**config.mk**
```make
export PLATFORM = sky130hd
export DESIGN_NAME = door_ctrl_flat
export DESIGN_NICKNAME = d
export VERILOG_FILES = /design/src/rtl/door_ctrl_if.sv /design/src/rtl/door_ctrl.sv /design/src/flat_wrapper.sv
export SDC_FILE = /design/constraint.sdc
export NUM_CORES = 1
export LEC_CHECK = 0
export ABC_AREA = 1
export CELL_PAD_IN_SITES_DETAIL_PLACEMENT = 0
export CELL_PAD_IN_SITES_GLOBAL_PLACEMENT = 1
export CORE_UTILIZATION = 40
export DETAILED_ROUTE_END_ITERATION = 10
export DONT_BUFFER_PORTS = 1
export GPL_ROUTABILITY_DRIVEN = 0
export PLACE_DENSITY = 0.77
export SYNTH_ARGS = -nofsm -noshare
export SYNTH_HDL_FRONTEND = slang
export SYNTH_SLANG_ARGS = --single-unit
```
**constraint.sdc**
```tcl
create_clock -name clk -period 1.4 [get_ports clk]
set_input_delay 0.21 -clock clk [delete_from_list [all_inputs] [get_ports clk]]
set_output_delay 0.21 -clock clk [all_outputs]
set_load 0.01 [all_outputs]
```
**src/rtl/door_ctrl_if.sv**
```systemverilog
// Door sequencer bus: car-controller requests, passenger buttons and door status.
// The car controller side is the master; door_ctrl is the slave.
interface door_ctrl_if;
    logic [3:0] sec_in;
    logic       arrive;
    logic       hold_btn;
    logic       close_btn;
    logic       obstruct;
    logic       door_open;
    logic [1:0] motor;
    logic       busy;
    logic       done;
    logic [1:0] state;

    modport master (
        output sec_in, arrive, hold_btn, close_btn, obstruct,
        input  door_open, motor, busy, done, state
    );

    modport slave (
        input  sec_in, arrive, hold_btn, close_btn, obstruct,
        output door_open, motor, busy, done, state
    );
endinterface

```
**src/rtl/door_ctrl.sv**
```systemverilog
// Elevator door sequencer: turns seconds-count changes into ticks and steps the door
// through opening, open dwell and closing, pulsing done when the door is shut.
module door_ctrl #(
    parameter int unsigned MOVE_SEC = 2,
    parameter int unsigned OPEN_SEC = 3,
    parameter int unsigned HOLD_MAX = 9
) (
    input logic        clk,
    input logic        reseta,
    door_ctrl_if.slave bus
);
    typedef enum logic [1:0] {
        StClosed  = 2'd0,
        StOpening = 2'd1,
        StOpen    = 2'd2,
        StClosing = 2'd3
    } state_e;

    localparam logic [4:0] MoveLim = 5'(MOVE_SEC);
    localparam logic [4:0] OpenLim = 5'(OPEN_SEC);
    localparam logic [4:0] HoldLim = 5'(HOLD_MAX);
    localparam logic [3:0] Move4   = 4'(MOVE_SEC);

    state_e     state_q, state_d;
    logic [3:0] cnt_q, cnt_d;
    logic [3:0] tot_q, tot_d;
    logic [3:0] sec_prev_q;
    logic       primed_q;
    logic       done_q, done_d;
    logic       tick;

    logic [4:0] cnt_nx, tot_nx;
    logic [3:0] cnt_inc, tot_inc;
    logic [3:0] rev_raw, rev_cnt;

    assign tick    = primed_q & (bus.sec_in != sec_prev_q);
    assign cnt_nx  = {1'b0, cnt_q} + 5'd1;
    assign tot_nx  = {1'b0, tot_q} + 5'd1;
    assign cnt_inc = (cnt_q == 4'hf) ? 4'hf : cnt_q + 4'd1;
    assign tot_inc = (tot_q == 4'hf) ? 4'hf : tot_q + 4'd1;

    // Reopen retraces the distance already closed, but always takes at least one tick.
    assign rev_raw = Move4 - cnt_q;
    assign rev_cnt = (rev_raw > Move4 - 4'd1) ? Move4 - 4'd1 : rev_raw;

    always_comb begin
        state_d = state_q;
        cnt_d   = cnt_q;
        tot_d   = tot_q;
        done_d  = 1'b0;
        unique case (state_q)
            StClosed: begin
                if (bus.arrive) begin
                    state_d = StOpening;
                    cnt_d   = '0;
                end
            end
            StOpening: begin
                if (tick) begin
                    if (cnt_nx == MoveLim) begin
                        state_d = StOpen;
                        cnt_d   = '0;
                        tot_d   = '0;
                    end else begin
                        cnt_d = cnt_inc;
                    end
                end
            end
            StOpen: begin
                if (tick && tot_nx == HoldLim) begin
                    state_d = StClosing;
                    cnt_d   = '0;
                end else if (bus.hold_btn) begin
                    cnt_d = '0;
                    if (tick) tot_d = tot_inc;
                end else if (bus.close_btn) begin
                    state_d = StClosing;
                    cnt_d   = '0;
                end else if (tick) begin
                    if (cnt_nx == OpenLim) begin
                        state_d = StClosing;
                        cnt_d   = '0;
                    end else begin
                        cnt_d = cnt_inc;
                        tot_d = tot_inc;
                    end
                end
            end
            StClosing: begin
                if (bus.obstruct) begin
                    state_d = StOpening;
                    cnt_d   = rev_cnt;
                end else if (tick) begin
                    if (cnt_nx == MoveLim) begin
                        state_d = StClosed;
                        cnt_d   = '0;
                        done_d  = 1'b1;
                    end else begin
                        cnt_d = cnt_inc;
                    end
                end
            end
            default: ;
        endcase
    end

    always_ff @(posedge clk or negedge reseta) begin
        if (!reseta) begin
            state_q    <= StClosed;
            cnt_q      <= '0;
            tot_q      <= '0;
            sec_prev_q <= '0;
            primed_q   <= 1'b0;
            done_q     <= 1'b0;
        end else begin
            state_q    <= state_d;
            cnt_q      <= cnt_d;
            tot_q      <= tot_d;
            sec_prev_q <= bus.sec_in;
            primed_q   <= 1'b1;
            done_q     <= done_d;
        end
    end

    assign bus.state     = state_q;
    assign bus.door_open = (state_q == StOpen);
    assign bus.motor     = (state_q == StOpening) ? 2'b01 :
                           (state_q == StClosing) ? 2'b10 : 2'b00;
    assign bus.busy      = (state_q != StClosed);
    assign bus.done      = done_q;
endmodule

```
**src/flat_wrapper.sv**
```systemverilog
// flat-port wrapper written by rule: the top's interface ports become plain ports
module door_ctrl_flat 
#(
    parameter int unsigned MOVE_SEC = 2,
    parameter int unsigned OPEN_SEC = 3,
    parameter int unsigned HOLD_MAX = 9
)
  (clk, reseta, bus_sec_in, bus_arrive, bus_hold_btn, bus_close_btn, bus_obstruct, bus_door_open, bus_motor, bus_busy, bus_done, bus_state);
  door_ctrl_if bus_i ();
  input logic clk;
  input logic reseta;
  input wire logic [$bits(bus_i.sec_in)-1:0] bus_sec_in;
  input wire logic [$bits(bus_i.arrive)-1:0] bus_arrive;
  input wire logic [$bits(bus_i.hold_btn)-1:0] bus_hold_btn;
  input wire logic [$bits(bus_i.close_btn)-1:0] bus_close_btn;
  input wire logic [$bits(bus_i.obstruct)-1:0] bus_obstruct;
  output wire logic [$bits(bus_i.door_open)-1:0] bus_door_open;
  output wire logic [$bits(bus_i.motor)-1:0] bus_motor;
  output wire logic [$bits(bus_i.busy)-1:0] bus_busy;
  output wire logic [$bits(bus_i.done)-1:0] bus_done;
  output wire logic [$bits(bus_i.state)-1:0] bus_state;
  assign bus_i.sec_in = bus_sec_in;
  assign bus_i.arrive = bus_arrive;
  assign bus_i.hold_btn = bus_hold_btn;
  assign bus_i.close_btn = bus_close_btn;
  assign bus_i.obstruct = bus_obstruct;
  assign bus_door_open = bus_i.door_open;
  assign bus_motor = bus_i.motor;
  assign bus_busy = bus_i.busy;
  assign bus_done = bus_i.done;
  assign bus_state = bus_i.state;
  door_ctrl #(.MOVE_SEC(MOVE_SEC), .OPEN_SEC(OPEN_SEC), .HOLD_MAX(HOLD_MAX)) u_core (.clk(clk), .reseta(reseta), .bus(bus_i));
endmodule
```
# Yosys cells after proc, flatten, opt, wreduce, memory -nomap -nowiden
# Cells that the tools add are included.
op_classes:
  add_sub_neg: 5
  mul: 0
  div: 0
  order_cmp: 1
  n_eq_ne: 22
  shifts: 0
  mux: 40
  bitwise: 1
  n_reduce_logical: 7
op_table:
  columns: ["op", "count"]
  rows:
  - ["2-to-1 mux 4 bit", 20]
  - ["2-to-1 mux 2 bit", 13]
  - ["case mux 4 bit (4 select lines)", 1]
  - ["adder 4 x 1 -> 5 bit (second input constant)", 2]
  - ["== test 5 x 2 -> 1 bit (second input constant)", 2]
  - ["!= test 3 x 2 -> 1 bit (second input constant)", 3]
  - ["adder 4 x 1 -> 4 bit (second input constant)", 2]
  - ["== test 4 bit (second input constant)", 2]
  - ["!= test 4 x 2 -> 1 bit (second input constant)", 2]
  - ["case mux 2 bit (4 select lines)", 1]
  - ["case mux 4 bit (2 select lines)", 1]
  - ["AND reduction 8 bit", 1]
  - ["AND reduction 7 bit", 1]
  - ["!= test 2 x 1 -> 1 bit (second input constant)", 3]
  - ["!= test 3 bit (second input constant)", 2]
  - ["== test 5 x 4 -> 1 bit (second input constant)", 1]
  - ["!= test 5 x 3 -> 1 bit (second input constant)", 1]
  - ["== test 2 bit (second input constant)", 2]
  - ["greater-than comparator 4 x 1 -> 1 bit (second input constant)", 1]
  - ["2-to-1 mux 1 bit", 4]
  - ["!= test 2 bit (second input constant)", 2]
  - ["!= test 4 bit", 1]
  - ["nonzero test 2 bit", 2]
  - ["subtractor 2 x 4 -> 4 bit (first input constant)", 1]
  - ["other kinds (5)", 5]
word_totals:
  reg_bits: 16
  latchBits: 0
  ramBits: 0
  romBits: 0
  output_inout_bits: 7
  n_memories: 0

# Longest topological paths before layout
depth:
  word_depth: 8
  depth_mapped: 13
  mapped_depth_nobuf: 13

# Least setup slack after synthesis
# OpenSTA, ideal clock, no wires.
synth_timing:
  kind: "register -> register"
  from: "register u_core.state_q[0] (netlist: u_core.bus.state[0])"
  to: "register u_core.cnt_q[2]"
  arrival_ns: 1.580
  setup_slack_ns: -0.245
  path_stages_with_launch: 12
  path_buffers: 1
  period_less_slack_ns: 1.645
  path_cell_list: "dfrtp_1 -> inv_1 -> ha_1 -> buf_4 -> inv_1 -> nor3_1 -> nand2_1 -> nand2_1 -> nand2_1 -> nand2_1 -> nand2_1 -> nand2_1"
synth_between:
  elab_chain_len: 3
synth_rtl:
  columns: ["item", "line", "text"]
  rows:
  - ["start, declared", "door_ctrl.sv:24", "state_e state_q, state_d;"]
  - ["start signal, assigned", "door_ctrl.sv:109", "state_q <= StClosed;"]
  - ["start signal, assigned", "door_ctrl.sv:116", "state_q <= state_d;"]
  - ["== test 2 bit (*)", null, null]
  - ["named net bus_door_open", "flat_wrapper.sv:17", "output wire logic [$bits(bus_i.door_open)-1:0] bus_door_open;"]
  - ["!= test 5 x 3 -> 1 bit (no source line)", null, null]
  - ["AND reduction 2 bit (no source line)", null, null]
  - ["end signal, assigned", "door_ctrl.sv:117", "cnt_q <= cnt_d;"]
  - ["end, declared", "door_ctrl.sv:25", "logic [3:0] cnt_q, cnt_d;"]
# Mark *: on every way through the listed nets, which the timed path passes. The rest lies on a longest branch.
# A chain may end at the register's enable or synchronous reset.

# Final worst setup path
layout_timing:
  from: "register u_core.cnt_q[0]"
  to: "register u_core.state_q[0] (netlist: u_core.bus.state[0])"
layout_between:
  elab_chain_len: 4
layout_rtl:
  columns: ["item", "line", "text"]
  rows:
  - ["adder 4 x 1 -> 5 bit (*)", "door_ctrl.sv:37", "assign cnt_nx = {1'b0, cnt_q} + 5'd1;"]
  - ["== test 5 x 2 -> 1 bit (on tied branches)", "door_ctrl.sv:80, door_ctrl.sv:60, door_ctrl.sv:94", null]
  - ["!= test 4 x 2 -> 1 bit (no source line), or another cell as far along", null, null]
  - ["AND reduction 8 bit (no source line) (*)", null, null]
# Every way passes the cells marked *; elsewhere a longest branch is shown, timed or not.

==> impl_metrics.ini <==
[clocking]
htreeDepth = 1
cts_buffer_depth = 2
root_buffer = clkbuf_4
cts_sinks = 16
insertion_delay_ns = 0.29
cts_tree = yes
cts_buffers = 3
clk_pin_slew_ns = 0.10

[synth]
syn_inst = 191
synth_compound_area_share_pct = 6.66
yosys.area_share.xor_xnor_pct = 0
synth_top_area_share_pct = 30.9
synthMuxAreaShare_pct = 0
synth_fp_nets = 214
yosysSeqAreaShare_pct = 30.9
yosys.area_share.simple_pct = 40.1
netlist_area_sq_um = 1300
synthAdderAreaFrac_pct = 12.5
ys_types = 20
synth_top_family_by_area = simple AND/OR/NAND/NOR gates
synth_area_leaders = dfrtp_1 (31%), nand2_1 (17%), ha_1 (13%)
synth_warnings = 0
synth-seq-cells = 16
synth_top_cell_by_area = dfrtp_1
syn_area_per_cell_sq_um = 6.79

[global_routing]
grt_usage_pct = 22.5
antenna_found_initial = 0
first_global_vias = 1439
grt.overflow.total = 0
grt_pass1_wl_um = 5870
grt_max_degree = 17

[routing]
firstDrtPassIters = 4
vias = 1412
vias_per_cell = 4.89
ant_nets = 0
wl_per_cell_um = 12.7
drt_iter0_drc = 59
drt-total-wl_um = 3670
drc = 0

[finish]
drive_above_1_share_pct = 39.6
stdcell_area_sq_um = 1960
area_delta_synth_final_pct = 51.4
final_common_cell = nand2_1
finalNetCount = 269
final_cell_mix = nand2_1 (52), buf_4 (38), inv_1 (24), nor2_1 (13), nand3_1 (13)
antenna_cells = 0

[floorplan]
die_area_sq_um = 3470
start_util_pct = 42.5
die_h_um = 58.9
core_sq_um = 3050
fp-row-count = 20
die_w_um = 58.9
io_pins = 17

[worst_setup_path]
worstSetupEndpointType = flop
critPathMaxFanout = 4
path_class = reg -> reg
arrival_ns = 1.86
cp.required_ns = 1.59
setup.worst_path.start_class = flop

[sta]
finalWorstSetupSlack_ns = -0.266
fin_skew_ns = 0.00385
finalWorstPathRequiredPeriod_ns = 1.67
drv_slew = 0
setup_viol = 12
max-slew-margin-rel_pct = 46.8
fin_crit_sh_pct = 119
finalHoldViolCount = 0
hold_slack_ns = 0.187
rsz0062_at_grt = yes
clock.fmax_mhz = 600
tightest_slew_ns = 0.796

[placed_design]
io_buffers = 0
dpl_cell_area_sq_um = 1670
place_hpwl_um = 2670
dp_slack_ns = -0.265

[pwr]
p_leak_nw = 1.01
ir_drop_uv = 1130
powerDensity_nw_per_um2 = 1590

[flow_run]
maxCapViolations = 0

[run_status]
violations = negative setup slack
status = finished, violations left

[worst_hold_path]
min_path_type = in -> reg
==> routing by layer <==
metal	global-route usage (%)	vias up	wire, um	part of all wire (%)
li1	-	716	-	-
met1	25.7	661	1490	41
met2	42.4	28	1960	53
met3	2.42	7	152	4.1
met4	8.84	0	64	1.7
met5	0	-	0	0
==> Yosys cell counts <==
| master | n |
|---|---|
| inv_1 | 31 |
| nand4_2 | 1 |
| o21ai_1 | 6 |
| nand4_1 | 8 |
| nand2_1 | 57 |
| o21ai_0 | 5 |
| nor2_2 | 1 |
| nor2_1 | 16 |
| o21a_1 | 1 |
| nor3_1 | 2 |
| dfrtp_1 | 16 |
| ha_1 | 13 |
| nor3_2 | 1 |
| nand3_2 | 2 |
| a211o_1 | 1 |
| a21oi_1 | 3 |
| conb_1 | 1 |
| nand2_2 | 9 |
| buf_4 | 1 |
| nand3_1 | 16 |
==> critical path, stage by stage, from the launching register on <==
cell	delay, ns
dfrtp_2	0.45
ha_4	0.18
inv_2	0.05
nand2_2	0.07
nand2_4	0.09
nand3_4	0.07
nor2_4	0.12
nand3_2	0.11
nand2_1	0.11
nand3_2	0.08
o21ai_2	0.15
nand2_1	0.07
==> logic make-up (layout without fill, tap and decap cells) <==
logic type / after synthesis / after routing
compound gates: 16 / 16
fa+ha+maj: 13 / 13
buf+inv: 32 / 86
flops: 16 / 16
other cells: 1 / 1
simple gates: 113 / 113
==> power breakdown <==
| part | internal, W | switching (W) | total, W |
|---|---|---|---|
| combinational | 0.00106 | 0.00106 | 0.00212 |
| sequential | 0.000555 | 0.000117 | 0.000672 |
| clock | 0.000159 | 0.000164 | 0.000322 |
| total | 0.00178 | 0.00134 | 0.00311 |
==> stage by stage <==
stage	total power, W	TNS [ns]	util [%]	cells
detailed placement	0.00236	-2.06	54.7	272
global route	0.00336	-3.16	64.3	289
floorplan	0.00158	-0.628	-	191
finish	0.00311	-2.08	64.3	289
global placement	0.00231	-1.64	54.7	272
CTS	0.00292	-1.73	62.0	286
==> final timing paths <==
check,depth (start not counted),slack [ns],endpoint,startpoint
min reg2reg,2,0.55,u_core.tot_q[3]$_DFFE_PN0P_,u_core.tot_q[3]$_DFFE_PN0P_
min,4,0.19,u_core.bus.done$_DFF_PN0_,bus_obstruct
min in group asynchronous,1,0.43,u_core.primed_q$_DFF_PN0_,reseta
max,11,-0.27,u_core.bus.state[0]$_DFFE_PN0P_,u_core.cnt_q[0]$_DFFE_PN0P_
max reg2reg,11,-0.27,u_core.bus.state[0]$_DFFE_PN0P_,u_core.cnt_q[0]$_DFFE_PN0P_
max in group asynchronous,1,0.42,u_core.bus.state[1]$_DFFE_PN0P_,reseta
==> state kept, by name, summed over array words and instances, names as in the netlist <==
register and count:
u_core.bus.done 1, u_core.tot_q 4, u_core.primed_q 1, u_core.sec_prev_q 4, u_core.cnt_q 4, u_core.bus.state 2
==> area by class of cell <==
class                           count  area, sq um
Fill cell                         271         1090
Multi-Input combinational cell    143          918
Timing Repair Buffer               51          425
Sequential cell                    16          405
Inverter                           31          121
Tap cell                           44         55.1
Clock buffer                        4         36.3
==> what timing repair did <==
item                                   4_1_cts  5_1_grt
endpoints found under the hold margin       20        0
hold buffers                                 5        0
pin swaps                                   10        5
setup endpoints to repair                   13       16
buffers inserted                             5        4
resized for setup                           27       12
No activity file was read; power rests on OpenSTA's default activity.
